==> config.mk <==
export PLATFORM = sky130hd
export DESIGN_NAME = paralelo_serial_param_flat
export DESIGN_NICKNAME = d
export VERILOG_FILES = /design/src/rtl/paralelo_serial_param_if.sv /design/src/rtl/paralelo_serial_param.sv /design/src/flat_wrapper.sv
export SDC_FILE = /design/constraint.sdc
export NUM_CORES = 1
export LEC_CHECK = 0
export BUFFER_PORTS_ARGS = -buffer_cell sky130_fd_sc_hd__buf_4
export CAP_MARGIN = 5
export CELL_PAD_IN_SITES_DETAIL_PLACEMENT = 0
export CELL_PAD_IN_SITES_GLOBAL_PLACEMENT = 1
export CORE_MARGIN = 10
export CORE_UTILIZATION = 30
export CTS_BUF_LIST = sky130_fd_sc_hd__clkbuf_8 sky130_fd_sc_hd__clkbuf_16
export CTS_CLUSTER_SIZE = 8
export DETAILED_ROUTE_END_ITERATION = 6
export PLACE_DENSITY_LB_ADDON = 0.1
export SYNTH_ARGS = -nofsm -noshare
export SYNTH_HDL_FRONTEND = slang
export SYNTH_SLANG_ARGS = --single-unit
==> constraint.sdc <==
create_clock -name clk_32f -period 1.9 [get_ports clk_32f]
set_input_delay 0.38 -clock clk_32f [delete_from_list [all_inputs] [get_ports clk_32f]]
set_output_delay 0.38 -clock clk_32f [all_outputs]
set_load 0.01 [all_outputs]
==> src/rtl/paralelo_serial_param_if.sv <==
// -----------------------------------------------------------------------------
// paralelo_serial_param_if
//   Parallel-word handshake into the serialiser.
//   data_in   : WIDTH-bit payload word (producer -> serialiser)
//   valid_in  : data_in is valid this cycle (producer -> serialiser)
//   ready_out : serialiser buffer can take a word this cycle (serialiser -> producer)
//   master modport is the producer side; slave modport is the serialiser side.
// -----------------------------------------------------------------------------
interface paralelo_serial_param_if #(
   parameter int WIDTH = 8
);
   logic [WIDTH-1:0] data_in;
   logic             valid_in;
   logic             ready_out;

   modport master (
      output data_in,
      output valid_in,
      input  ready_out
   );

   modport slave (
      input  data_in,
      input  valid_in,
      output ready_out
   );
endinterface

==> src/rtl/paralelo_serial_param.sv <==
// -----------------------------------------------------------------------------
// paralelo_serial_param
//   Single-clock parallel-to-serial converter. Words arrive through a
//   valid/ready handshake into a 2-entry FIFO and leave one bit per clk_32f
//   cycle. After reset SYNC_WORDS copies of IDLE_WORD are sent as a preamble;
//   afterwards IDLE_WORD fills every word slot with no payload queued.
//
//   Ports
//     clk_32f      : bit clock, rising edge
//     reset        : asynchronous, active-high
//     in_if        : slave side of the word handshake (data_in/valid_in/ready_out)
//     data_out     : registered serial bit
//     word_start   : high while data_out carries the first bit of a word
//     sending_data : high for every bit of a payload word
//     sync_done    : high once the preamble has finished, until reset
//     error_out    : sticky, set when a word is offered while the FIFO is full
// -----------------------------------------------------------------------------
module paralelo_serial_param #(
   parameter int               WIDTH      = 8,
   parameter logic [WIDTH-1:0] IDLE_WORD  = 8'hBC,
   parameter bit               MSB_FIRST  = 1'b1,
   parameter int               SYNC_WORDS = 4
) (
   input  logic                    clk_32f,
   input  logic                    reset,
   paralelo_serial_param_if.slave  in_if,
   output logic                    data_out,
   output logic                    word_start,
   output logic                    sending_data,
   output logic                    sync_done,
   output logic                    error_out
);

   localparam int CNT_W = $clog2(WIDTH);
   localparam int SC_W  = (SYNC_WORDS > 0) ? $clog2(SYNC_WORDS + 1) : 1;

   typedef enum logic {
      ST_SYNC,
      ST_ACTIVE
   } state_t;

   state_t             state_q,      state_d;
   logic [SC_W-1:0]    sync_cnt_q,   sync_cnt_d;
   logic [CNT_W-1:0]   bitcnt_q,     bitcnt_d;
   logic [WIDTH-1:0]   shift_q,      shift_d;
   logic               data_out_q,   data_out_d;
   logic               word_start_q, word_start_d;
   logic               sending_q,    sending_d;
   logic               sync_done_q,  sync_done_d;
   logic               error_q,      error_d;

   logic [WIDTH-1:0]   mem_q [2];
   logic [WIDTH-1:0]   mem_d [2];
   logic               rd_ptr_q,     rd_ptr_d;
   logic               wr_ptr_q,     wr_ptr_d;
   logic [1:0]         count_q,      count_d;

   logic               full;
   logic               empty;
   logic               load;
   logic               push;
   logic               pop;
   logic [WIDTH-1:0]   word;

   assign full  = (count_q == 2'd2);
   assign empty = (count_q == 2'd0);
   assign load  = (bitcnt_q == CNT_W'(WIDTH - 1));

   // Held low during reset; otherwise only registered occupancy matters.
   assign in_if.ready_out = !full && !reset;

   assign data_out     = data_out_q;
   assign word_start   = word_start_q;
   assign sending_data = sending_q;
   assign sync_done    = sync_done_q;
   assign error_out    = error_q;

   always_comb begin
      state_d      = state_q;
      sync_cnt_d   = sync_cnt_q;
      bitcnt_d     = bitcnt_q + CNT_W'(1);
      shift_d      = shift_q;
      data_out_d   = data_out_q;
      word_start_d = 1'b0;
      sending_d    = sending_q;
      sync_done_d  = sync_done_q;
      error_d      = error_q;
      mem_d        = mem_q;
      rd_ptr_d     = rd_ptr_q;
      wr_ptr_d     = wr_ptr_q;
      count_d      = count_q;
      pop          = 1'b0;
      word         = IDLE_WORD;

      push = in_if.valid_in && !full;
      if (in_if.valid_in && full) begin
         error_d = 1'b1;
      end

      if (load) begin
         bitcnt_d     = '0;
         word_start_d = 1'b1;
         if ((state_q == ST_SYNC) && (sync_cnt_q != SC_W'(SYNC_WORDS))) begin
            sync_cnt_d = sync_cnt_q + SC_W'(1);
            sending_d  = 1'b0;
         end else begin
            // The load that ends the preamble already follows the active rule.
            if (state_q == ST_SYNC) begin
               state_d     = ST_ACTIVE;
               sync_done_d = 1'b1;
            end
            // Only registered FIFO contents are eligible: no same-edge bypass.
            if (!empty) begin
               pop       = 1'b1;
               word      = mem_q[rd_ptr_q];
               sending_d = 1'b1;
            end else begin
               sending_d = 1'b0;
            end
         end
         if (MSB_FIRST) begin
            data_out_d = word[WIDTH-1];
            shift_d    = word << 1;
         end else begin
            data_out_d = word[0];
            shift_d    = word >> 1;
         end
      end else begin
         if (MSB_FIRST) begin
            data_out_d = shift_q[WIDTH-1];
            shift_d    = shift_q << 1;
         end else begin
            data_out_d = shift_q[0];
            shift_d    = shift_q >> 1;
         end
      end

      if (push) begin
         mem_d[wr_ptr_q] = in_if.data_in;
         wr_ptr_d        = !wr_ptr_q;
      end
      if (pop) begin
         rd_ptr_d = !rd_ptr_q;
      end
      unique case ({push, pop})
         2'b10:   count_d = count_q + 2'd1;
         2'b01:   count_d = count_q - 2'd1;
         default: count_d = count_q;
      endcase
   end

   always_ff @(posedge clk_32f or posedge reset) begin
      if (reset) begin
         state_q      <= ST_SYNC;
         sync_cnt_q   <= '0;
         bitcnt_q     <= CNT_W'(WIDTH - 1);
         data_out_q   <= 1'b0;
         word_start_q <= 1'b0;
         sending_q    <= 1'b0;
         sync_done_q  <= 1'b0;
         error_q      <= 1'b0;
         rd_ptr_q     <= 1'b0;
         wr_ptr_q     <= 1'b0;
         count_q      <= 2'd0;
      end else begin
         state_q      <= state_d;
         sync_cnt_q   <= sync_cnt_d;
         bitcnt_q     <= bitcnt_d;
         data_out_q   <= data_out_d;
         word_start_q <= word_start_d;
         sending_q    <= sending_d;
         sync_done_q  <= sync_done_d;
         error_q      <= error_d;
         rd_ptr_q     <= rd_ptr_d;
         wr_ptr_q     <= wr_ptr_d;
         count_q      <= count_d;
      end
   end

   // Payload storage needs no reset: occupancy and pointers define validity.
   always_ff @(posedge clk_32f) begin
      shift_q  <= shift_d;
      mem_q[0] <= mem_d[0];
      mem_q[1] <= mem_d[1];
   end

endmodule

==> src/flat_wrapper.sv <==
// flat-port wrapper written by rule: the top's interface ports become plain ports
module paralelo_serial_param_flat 
#(
   parameter int               WIDTH      = 8,
   parameter logic [WIDTH-1:0] IDLE_WORD  = 8'hBC,
   parameter bit               MSB_FIRST  = 1'b1,
   parameter int               SYNC_WORDS = 4
)
  (clk_32f, reset, data_out, word_start, sending_data, sync_done, error_out, in_if_data_in, in_if_valid_in, in_if_ready_out);
  paralelo_serial_param_if #(.WIDTH(WIDTH)) in_if_i ();
  input  logic clk_32f;
  input  logic reset;
  output logic data_out;
  output logic word_start;
  output logic sending_data;
  output logic sync_done;
  output logic error_out;
  input wire logic [$bits(in_if_i.data_in)-1:0] in_if_data_in;
  input wire logic [$bits(in_if_i.valid_in)-1:0] in_if_valid_in;
  output wire logic [$bits(in_if_i.ready_out)-1:0] in_if_ready_out;
  assign in_if_i.data_in = in_if_data_in;
  assign in_if_i.valid_in = in_if_valid_in;
  assign in_if_ready_out = in_if_i.ready_out;
  paralelo_serial_param #(.WIDTH(WIDTH), .IDLE_WORD(IDLE_WORD), .MSB_FIRST(MSB_FIRST), .SYNC_WORDS(SYNC_WORDS)) u_core (.clk_32f(clk_32f), .reset(reset), .in_if(in_if_i), .data_out(data_out), .word_start(word_start), .sending_data(sending_data), .sync_done(sync_done), .error_out(error_out));
endmodule
==> flow_metrics.py <==
metrics = {
    "sta": {
        "fin_crit_sh_pct": 92.6,
        "tns_ns": 0,
        "setup_violations": 0,
        "fin_crit_ns": 1.76,
        "whs_ns": 0.181,
        "grt_setup_unrepaired": "false",
        "fmax_ghz": 0.568,
        "hold_violations": 0,
        "relSlewSlack_pct": 57.4,
        "clock_skew_ns": 0.00590,
        "worstMarginPinSlew_ns": 0.639,
        "drv_slew": 0,
    },
    "synth": {
        "synth_top_family_by_area": "compound AO/OA/AOI/OAI gates",
        "synth_flop_cell": "edfxtp_1",
        "synth.area.mux_share_pct": 6.45,
        "syn_area_sq_um": 1480,
        "synth.ff_latch_count": 39,
        "synth_fa_ha_area_share_pct": 4.24,
        "synth-async-reset-ratio_pct": 41.0,
        "synth_edf_count": 16,
        "avgSynthCellArea_sq_um": 14.8,
        "synthXorXnorAreaFrac_pct": 3.56,
        "synth_cell_type_count": 28,
        "syn_nets": 116,
        "synthSimpleGateAreaFrac_pct": 6.79,
        "synth-compound-area-share_pct": 7.04,
        "synth_warnings": 0,
        "netlist_instances": 100,
        "synth-seq-area-share_pct": 69.5,
    },
    "route": {
        "antenna_left": 0,
        "drt-vias-per-instance": 4.09,
        "routed_wl_um": 2550,
        "drc": 0,
        "drt_pass1_iterations": 3,
        "drt_iter0_markers": 28,
        "dr_total_vias": 794,
        "wl_per_cell_um": 13.2,
    },
    "floorplanning": {
        "die_h_um": 90.1,
        "initial_core_util_pct": 31.0,
        "num_rows": 25,
        "core-area_sq_um": 4750,
        "die_w_um": 90.1,
        "dieArea_sq_um": 8120,
        "pin_count": 17,
    },
    "cts": {
        "clk_latency_ns": 0.29,
        "cts.sinks": 39,
        "cts_buffers": 5,
        "clockBufferDepth": 2,
        "cts_tree": "yes",
        "cts_max_level": 2,
        "cts_hold_buf": 0,
        "clkTransAtPathRegs_ns": 0.07,
        "cts_root_buffer": "clkbuf_8",
    },
    "global_route": {
        "grt_max_degree": 17,
        "track_usage_pct": 6.75,
        "grt_pass1_vias": 841,
        "grt.overflow.total": 0,
        "grt_first_pass_wirelength_um": 4260,
        "antenna_found_initial": 0,
    },
    "power": {
        "p_comb_share_pct": 18.0,
        "clkPwrFrac_pct": 24.7,
        "peakVddDrop_v": 0.000565,
        "p_per_area_nw_per_um2": 1210,
        "p_leak_nw": 0.758,
        "power_frac_seq_pct": 57.3,
        "switching_share_pct": 28.3,
        "switchingPower_mw": 0.611,
        "p_int_mw": 1.55,
    },
    "layout": {
        "n_antenna_cell": 0,
        "fill_cells": 498,
        "syn_to_final_growth_pct": 21.5,
        "drive_gt1_share_pct": 29.9,
        "layout_commonest_cell": "buf_4",
        "layout.cells.non_filler": 194,
        "final_nets": 142,
        "seqCellArea_sq_um": 1020,
        "multi_input_area_sq_um": 414,
        "most-common-layout-cells": "21 x buf_4, 16 x edfxtp_1, 13 x dfrtp_1",
        "final_util_pct": 37.7,
    },
    "placement": {
        "dp_cells": 185,
        "gp_congestion": 0.655,
        "dp_hpwl_um": 1770,
        "port-buffer-count": 16,
    },
    "status": {
        "status": "finished, final reports clean",
    },
    "worst_setup_path": {
        "r2r-start": "u_core.bitcnt_q[0]",
        "crit_chain": "ha_1 > ha_1 > o221ai_4 > inv_2 > ha_1 > nor2_1 > xor2_1",
        "reg2reg_depth": 7,
        "max_stage_delay_ns": 0.54,
        "cp-start-kind": "register",
        "end_kind": "register",
        "worstPathRequired_ns": 2.11,
        "crit_slowest_cell": "dfstp_2",
        "ff2ff_setup_slack_ns": 0.14,
        "reg2reg_to": "u_core.count_q[1]",
        "cp_common_cell": "ha_1",
        "arrival_ns": 1.97,
        "crit_type": "register to register",
        "worstPathMaxFanout": 3,
    },
    "min_path": {
        "hold_class": "input pin to asynchronous set/reset pin",
    },
    "run": {
        "cap_violations": 0,
    },
}
==> cells in the mapped netlist (all sizes together) (2+ instances only) <==
| library cell | number | area [sq um] |
|---|---|---|
| a21o | 3 | 23.8 |
| a21oi | 6 | 30.0 |
| and2b | 2 | 17.5 |
| buf | 2 | 10.0 |
| dfrtp | 13 | 325 |
| dfstp | 3 | 78.8 |
| dfxtp | 7 | 140 |
| edfxtp | 16 | 480 |
| ha | 5 | 62.6 |
| inv | 7 | 26.3 |
| mux2i | 8 | 80.1 |
| nand2b | 2 | 20.0 |
| nor2 | 10 | 37.5 |
| o22ai | 2 | 12.5 |
| xnor2 | 5 | 43.8 |
==> area by class of cell <==
type                            instances  share of cell area, %
Sequential cell                        39                   57.2
Multi-Input combinational cell         52                   23.1
Timing Repair Buffer                   21                   8.80
Tap cell                               67                   4.68
Clock buffer                            5                   3.84
Inverter                                7                   1.47
Clock inverter                          3                  0.908
==> worst max-delay path, delay by kind of cell (launching register included) <==
family	cells	cell delay, ns
AOI/OAI and AO/OA	1	0.14
and+or+nand+nor	1	0.14
buffers and inverters	1	0.08
xor gates and xnor gates	1	0.16
DFF	1	0.54
adders and majority gates	3	0.62
==> routing by layer <==
metal / GRT usage (%) / part of all wire [%]
met1: 8.77 / 50
met3: 3.08 / 3.8
met4: 3.18 / 0.71
met2: 9.20 / 45
met5: 0 / 0
==> power groups by stage <==
| stage | combinational (mW) | clock [mW] | sequential, mW |
|---|---|---|---|
| after floorplan | 0.300 | 0 | 1.19 |
| after global placement | 0.391 | 0 | 1.25 |
| after detailed placement | 0.400 | 0 | 1.26 |
| after CTS | 0.403 | 0.560 | 1.24 |
| after global routing | 0.438 | 0.590 | 1.27 |
| final | 0.388 | 0.533 | 1.24 |
==> worst max-delay path by stage <==
| stage | from | to | slack [ns] |
|---|---|---|---|
| floorplan | u_core.bitcnt_q[0] | u_core.count_q[1] | 0.19 |
| global placement | u_core.bitcnt_q[0] | u_core.count_q[1] | 0.15 |
| detailed placement | u_core.bitcnt_q[0] | u_core.count_q[1] | 0.09 |
| CTS | u_core.bitcnt_q[0] | u_core.count_q[1] | 0.07 |
| global route | u_core.bitcnt_q[0] | u_core.count_q[1] | 0.04 |
| finish | u_core.bitcnt_q[0] | u_core.count_q[1] | 0.14 |
==> timing repair <==
item | in CTS | in global routing
buffers inserted | 0 | 1
setup endpoints to repair | 0 | 1
gates resized for setup | 0 | 0
==> sequential cells by signal (all words and copies together) (netlist names) <==
register / count
u_core.sync_done: 1
u_core.sending_data: 1
u_core.bitcnt_q: 3
u_core.count_q: 2
u_core.sync_cnt_q: 3
u_core.state_q: 1
u_core.error_out: 1
u_core.word_start: 1
u_core.rd_ptr_q: 1
u_core.mem_q: 16
u_core.shift_q: 7
u_core.data_out: 1
u_core.wr_ptr_q: 1
==> logic make-up (layout without fill, tap and decap cells) <==
family | after synthesis | after routing
and+or+nand+nor | 18 | 18
muxes | 9 | 9
xor gates and xnor gates | 6 | 6
buffers and inverters | 9 | 36
DFF | 39 | 39
adders and majority gates | 5 | 5
AOI/OAI and AO/OA | 14 | 14
==> per-stage QoR <==
step	setup slack, ns	area, sq um	power (mW)
3_5_place_dp	0.0881	1700	1.66
2_1_floorplan	0.187	1480	1.49
5_1_grt	0.0418	1790	2.30
4_1_cts	0.0704	1780	2.21
3_3_place_gp	0.152	1700	1.65
6_report	0.140	1790	2.16
Power figures use the tool's default switching activity.
